**src/rtl/load_store_unit.sv**
```systemverilog
`default_nettype none
// ============================================================================
// Module   : load_store_unit
// Brief    : RV32I memory-stage load/store unit. Big-endian byte lanes.
//            Sub-word stores use read-modify-write. Optional macro
//            MISALIGN_TRAP_EN flags misaligned accesses.
// Revision : 1.0 - initial release
// ============================================================================
module load_store_unit #(
  parameter int XLEN = 32
) (
  input  logic            clk,
  input  logic            rst,
  input  logic            req_valid,
  input  logic            req_we,
  input  logic [2:0]      funct3,
  input  logic [XLEN-1:0] addr,
  input  logic [XLEN-1:0] wdata,
  output logic [XLEN-1:0] rdata,
  output logic            stall,
  output logic            misalign,
  output logic [XLEN-1:0] mem_addr,
  output logic            mem_we,
  output logic [XLEN-1:0] mem_wd,
  input  logic [XLEN-1:0] mem_rd
);

  typedef enum logic [0:0] {
    S_IDLE  = 1'b0,
    S_WRITE = 1'b1
  } state_t;

  state_t          r_state;
  logic [XLEN-1:0] r_merged;
  logic [XLEN-1:0] r_addr;

  logic            w_known;
  logic            w_byte;
  logic            w_half;
  logic            w_word;
  logic            w_trap;
  logic            w_go;
  logic [XLEN-1:0] w_word_addr;
  logic [XLEN-1:0] w_merged;
  logic [7:0]      w_byte_val;
  logic [15:0]     w_half_val;

  assign w_known     = req_valid && (funct3 inside {3'd0, 3'd1, 3'd2, 3'd4, 3'd5});
  assign w_byte      = (funct3[1:0] == 2'b00);
  assign w_half      = (funct3[1:0] == 2'b01);
  assign w_word      = (funct3 == 3'd2);
  assign w_word_addr = {addr[XLEN-1:2], 2'b00};

`ifdef MISALIGN_TRAP_EN
  assign w_trap = w_known && ((w_half && addr[0]) || (w_word && (addr[1:0] != 2'b00)));
`else
  assign w_trap = 1'b0;
`endif

  assign w_go = w_known && !w_trap && (r_state == S_IDLE);

  // Offset 0 is the most significant lane of the word.
  always_comb begin
    w_byte_val = mem_rd[7:0];
    case (addr[1:0])
      2'd0:    w_byte_val = mem_rd[31:24];
      2'd1:    w_byte_val = mem_rd[23:16];
      2'd2:    w_byte_val = mem_rd[15:8];
      default: w_byte_val = mem_rd[7:0];
    endcase
    w_half_val = addr[1] ? mem_rd[15:0] : mem_rd[31:16];
  end

  always_comb begin
    w_merged = mem_rd;
    if (w_byte) begin
      case (addr[1:0])
        2'd0:    w_merged[31:24] = wdata[7:0];
        2'd1:    w_merged[23:16] = wdata[7:0];
        2'd2:    w_merged[15:8]  = wdata[7:0];
        default: w_merged[7:0]   = wdata[7:0];
      endcase
    end else if (addr[1]) begin
      w_merged[15:0] = wdata[15:0];
    end else begin
      w_merged[31:16] = wdata[15:0];
    end
  end

  always_comb begin
    rdata    = '0;
    stall    = 1'b0;
    misalign = 1'b0;
    mem_we   = 1'b0;
    mem_wd   = wdata;
    mem_addr = w_word_addr;
    if (rst) begin
      mem_we = 1'b0;
    end else if (r_state == S_WRITE) begin
      mem_we   = 1'b1;
      mem_wd   = r_merged;
      mem_addr = r_addr;
    end else begin
      misalign = w_trap;
      if (w_go) begin
        if (!req_we) begin
          case (funct3)
            3'd0:    rdata = {{24{w_byte_val[7]}}, w_byte_val};
            3'd1:    rdata = {{16{w_half_val[15]}}, w_half_val};
            3'd4:    rdata = {24'd0, w_byte_val};
            3'd5:    rdata = {16'd0, w_half_val};
            default: rdata = mem_rd;
          endcase
        end else if (w_word) begin
          mem_we = 1'b1;
        end else begin
          stall = 1'b1;
        end
      end
    end
  end

  // A reset landing in WRITE drops the pending merged word unwritten.
  always_ff @(posedge clk or posedge rst) begin
    if (rst) begin
      r_state  <= S_IDLE;
      r_merged <= '0;
      r_addr   <= '0;
    end else begin
      case (r_state)
        S_IDLE: begin
          if (w_go && req_we && !w_word) begin
            r_merged <= w_merged;
            r_addr   <= w_word_addr;
            r_state  <= S_WRITE;
          end
        end
        default: r_state <= S_IDLE;
      endcase
    end
  end

endmodule
`default_nettype wire

```
**config.mk**
```make
export PLATFORM = sky130hd
export DESIGN_NAME = load_store_unit
export DESIGN_NICKNAME = d
export VERILOG_FILES = /design/src/rtl/load_store_unit.sv
export SDC_FILE = /design/constraint.sdc
export NUM_CORES = 1
export LEC_CHECK = 0
export BUFFER_PORTS_ARGS = -buffer_cell sky130_fd_sc_hd__buf_2
export CAP_MARGIN = 30
export CELL_PAD_IN_SITES_DETAIL_PLACEMENT = 0
export CELL_PAD_IN_SITES_GLOBAL_PLACEMENT = 1
export CORE_MARGIN = 4
export CORE_UTILIZATION = 31
export CTS_CLUSTER_SIZE = 16
export DETAILED_ROUTE_END_ITERATION = 10
export GPL_TIMING_DRIVEN = 0
export PLACE_DENSITY = 0.79
export SETUP_SLACK_MARGIN = 0.4
export SLEW_MARGIN = 0
export SYNTH_ARGS = -nofsm -noshare
export SYNTH_HDL_FRONTEND = slang
export SYNTH_SLANG_ARGS = --single-unit
export TNS_END_PERCENT = 30
```
**constraint.sdc**
```tcl
create_clock -name clk -period 1.75 [get_ports clk]
set_input_delay 0.0875 -clock clk [delete_from_list [all_inputs] [get_ports clk]]
set_output_delay 0.0875 -clock clk [all_outputs]
set_load 0.02 [all_outputs]
```
==> impl_metrics.env <==
export IMPL_total_power_mw=5.14
export IMPL_hold_class="input port to register"
export IMPL_synth_top_area_cell="dfrtp_1"
export IMPL_cts_tree="done"
export IMPL_peakVddDrop_mv=0.453
export IMPL_port_buffers=195
export IMPL_yosysWarnings=0
export IMPL_critical_path_max_stage_delay_ns=0.43
export IMPL_cts_htree_levels=3
export IMPL_fin_crit_sh_pct=112
export IMPL_drt_first_pass_iters=5
export IMPL_synth_xor_area_share_pct=0
export IMPL_yosys_area_share_simple_pct=16.3
export IMPL_rsz0062_at_grt="yes"
export IMPL_drtIter0Drc=195
export IMPL_final_cell_mix="176 x buf_2, 99 x nand2_1, 70 x mux2_2"
export IMPL_core_area_sq_um=13500
export IMPL_min_period_ns=1.97
export IMPL_cp_depth=5
export IMPL_rows=42
export IMPL_crit_path_start="r_state"
export IMPL_finalNetCount=835
export IMPL_endpoint="rdata[7]"
export IMPL_nFillCells=1313
export IMPL_setup_viol=92
export IMPL_dpl_cell_count=861
export IMPL_cts_root_buf="clkbuf_16"
export IMPL_synth_top_family_by_area="multiplexers"
export IMPL_crit_chain="nor4b_4, o21ai_4, buf_6, a2111oi_4, buf_4"
export IMPL_grt_pass1_wl_um=27400
export IMPL_cap_violations=0
export IMPL_worstSetupPathType="register to primary output"
export IMPL_violations="negative setup slack"
export IMPL_p_switching_mw=1.59
export IMPL_worst_pin_slew_ns=0.688
export IMPL_place_congestion=0.911
export IMPL_leakage_nw=3.22
export IMPL_layoutNonFillerInstCount=914
export IMPL_die_y_um=126
export IMPL_vias_per_cell=5.29
export IMPL_clk_pin_slew_ns=0.05
export IMPL_final_common_cell="buf_2"
export IMPL_cp_required_ns=1.66
export IMPL_grtUsageTotal_pct=21.6
export IMPL_critPathBufInv=2
export IMPL_numCtsBuffers=9
export IMPL_insertion_delay_ns=0.33
export IMPL_p_comb_share_pct=27.2
export IMPL_overflow=0
export IMPL_finalHoldViolations=0
export IMPL_ys_top_cells_by_area="dfrtp_1 36%, mux2_2 18%, nand2_1 8.6%"
export IMPL_synth_compound_area_share_pct=18.6
export IMPL_antenna_found_initial=2
export IMPL_routed_wl_um=17900
export IMPL_die_area_sq_um=15900
export IMPL_syn2layout_area_growth_pct=58.4
export IMPL_syn_avg_cell_area_sq_um=8.90
export IMPL_worst_slack_ns=-0.217
export IMPL_r2r_slack_ns=0.10
export IMPL_io_pins=202
export IMPL_fmax_mhz=508
export IMPL_slowest_stage="dfrtp_2"
export IMPL_ys_ff_latch=63
export IMPL_p_int_mw=3.54
export IMPL_clockBufferDepth=2
export IMPL_grt_pass1_vias=4964
export IMPL_p_seq_share_pct=36.7
export IMPL_setup_tns_ns=-8.82
export IMPL_cp_max_fo=8
export IMPL_initial_core_util_pct=32.2
export IMPL_vias=4835
export IMPL_p_per_area_nw_per_um2=749
export IMPL_path_delay_family="compound AO/OA/AOI/OAI gates"
export IMPL_slew_limit_headroom_pct=54.1
export IMPL_wl_per_cell_um=19.6
export IMPL_muxShareOfSynthArea_pct=20.6
export IMPL_netlist_instances=487
export IMPL_r2r_start="r_state"
export IMPL_die_w_um=126
export IMPL_syn_area_sq_um=4330
export IMPL_cp_arrival_ns=1.88
export IMPL_yosysTopAreaCellShare_pct=36.4
export IMPL_rr_endpoint="r_merged[14]"
export IMPL_synth_adder_area_share_pct=0
export IMPL_ys_types=36
export IMPL_hpwl_um=13600
export IMPL_p_clk_share_pct=36.2
export IMPL_drc=0
export IMPL_outcome="finished with violations"
export IMPL_finClkSkew_ns=0.00609
export IMPL_crit_path_start_kind="register"
export IMPL_drive_above_1_share_pct=50.2
export IMPL_reg2reg_depth=4
export IMPL_yosysSeqAreaShare_pct=36.4
export IMPL_ant_nets=0
export IMPL_end_kind="primary output"
export IMPL_finalMaxSlewViolations=0
export IMPL_grt_max_degree=40
export IMPL_cts_sinks=63
export IMPL_p_sw_share_pct=31.0
==> cells by family (layout without fill, tap and decap cells) <==
| group | Yosys count | after routing |
|---|---|---|
| AO/OA/AOI/OAI | 106 | 106 |
| buffers and inverters | 76 | 324 |
| flip-flops | 63 | 63 |
| multiplexers | 79 | 79 |
| other | 1 | 4 |
| AND/OR/NAND/NOR | 162 | 162 |
==> worst reg2reg max path, delay by kind of cell, from the launching register on <==
family,cells,cell delay (ns)
buffers and inverters,1,0.16
AND/OR/NAND/NOR,2,0.72
AO/OA/AOI/OAI,1,0.18
flip-flops,1,0.43
==> synthesized netlist by cell type, drive strengths merged <==
cell type / number
o31ai: 1
or3: 1
nand2b: 1
mux2i: 8
nor2: 30
nand4bb: 1
conb: 1
o2111a: 2
clkbuf: 16
or4: 8
mux4: 1
or2: 1
a41oi: 1
dfrtp: 63
and3: 1
a21oi: 17
nor2b: 1
o21ai: 28
nand3: 9
buf: 30
nor3: 8
a31oi: 9
inv: 30
a2111oi: 8
mux2: 70
nor3b: 1
a221oi: 40
nor4b: 1
nand2: 99
==> registers in the layout, indices dropped and copies added, names as in the netlist <==
name and cells:
r_addr 30, r_merged 32, r_state 1
==> what timing repair did <==
action | in CTS | in global routing
setup buffers | 2 | 0
pin swaps | 1 | 2
hold buffers | 31 | 0
gates cloned | 3 | 0
gates resized for setup | 112 | 36
setup endpoints to repair | 153 | 159
endpoints found under the hold margin | 54 | 0
==> final cells by class <==
cell class,count,area [sq um],share of cell area (%)
diodes,1,2.50,0.0365
plain buffers,46,424,6.18
clock buffers,13,270,3.94
clock inverters,3,40.0,0.584
inverters,30,116,1.70
multi-input cells,350,2760,40.2
flip-flops and latches,63,1580,23.0
well taps,176,220,3.21
repair buffers,232,1450,21.1
==> worst min-delay path by stage <==
stage	cells past startpoint	from	slack (ns)	end
5_1_grt	3	mem_rd[17]	0.06	r_merged[17]
3_3_place_gp	3	addr[16]	0.29	r_addr[16]
6_report	3	mem_rd[22]	0.06	r_merged[22]
3_5_place_dp	2	rst	0.26	r_addr[7]
2_1_floorplan	2	addr[10]	0.19	r_addr[10]
4_1_cts	3	mem_rd[24]	0.03	r_merged[24]
==> routing by layer <==
layer  wire length (um)  share of wire, %  GRT usage (%)  up-vias
met1               7350                41           26.7     2324
met4                360               2.0           5.93        2
met2               8640                48           36.8      241
met5                  7             0.039              0        -
li1                   -                 -              -     2245
met3               1530               8.5           6.39       23
==> power by group through the flow <==
stage / logic [mW] / registers [mW] / clock network [mW]
detailed placement: 1.22 / 1.90 / 0
CTS: 1.37 / 1.88 / 1.89
global placement: 1.18 / 1.89 / 0
finish: 1.40 / 1.88 / 1.86
floorplan: 0.796 / 1.85 / 0
global route: 1.53 / 1.91 / 1.95
==> per-stage QoR <==
step | setup WS, ns | hold WS [ns] | util (%) | cell area (sq um)
final | -0.217 | 0.0560 | 51.0 | 6860
after global routing | -0.311 | 0.0622 | 51.0 | 6860
after CTS | -0.254 | 0.0300 | 49.8 | 6700
after detailed placement | -0.235 | 0.258 | 41.3 | 5560
after global placement | -0.294 | 0.291 | 41.2 | 5540
after floorplan | 0.108 | 0.193 | - | 4340
No activity file was read; power rests on OpenSTA's default activity.
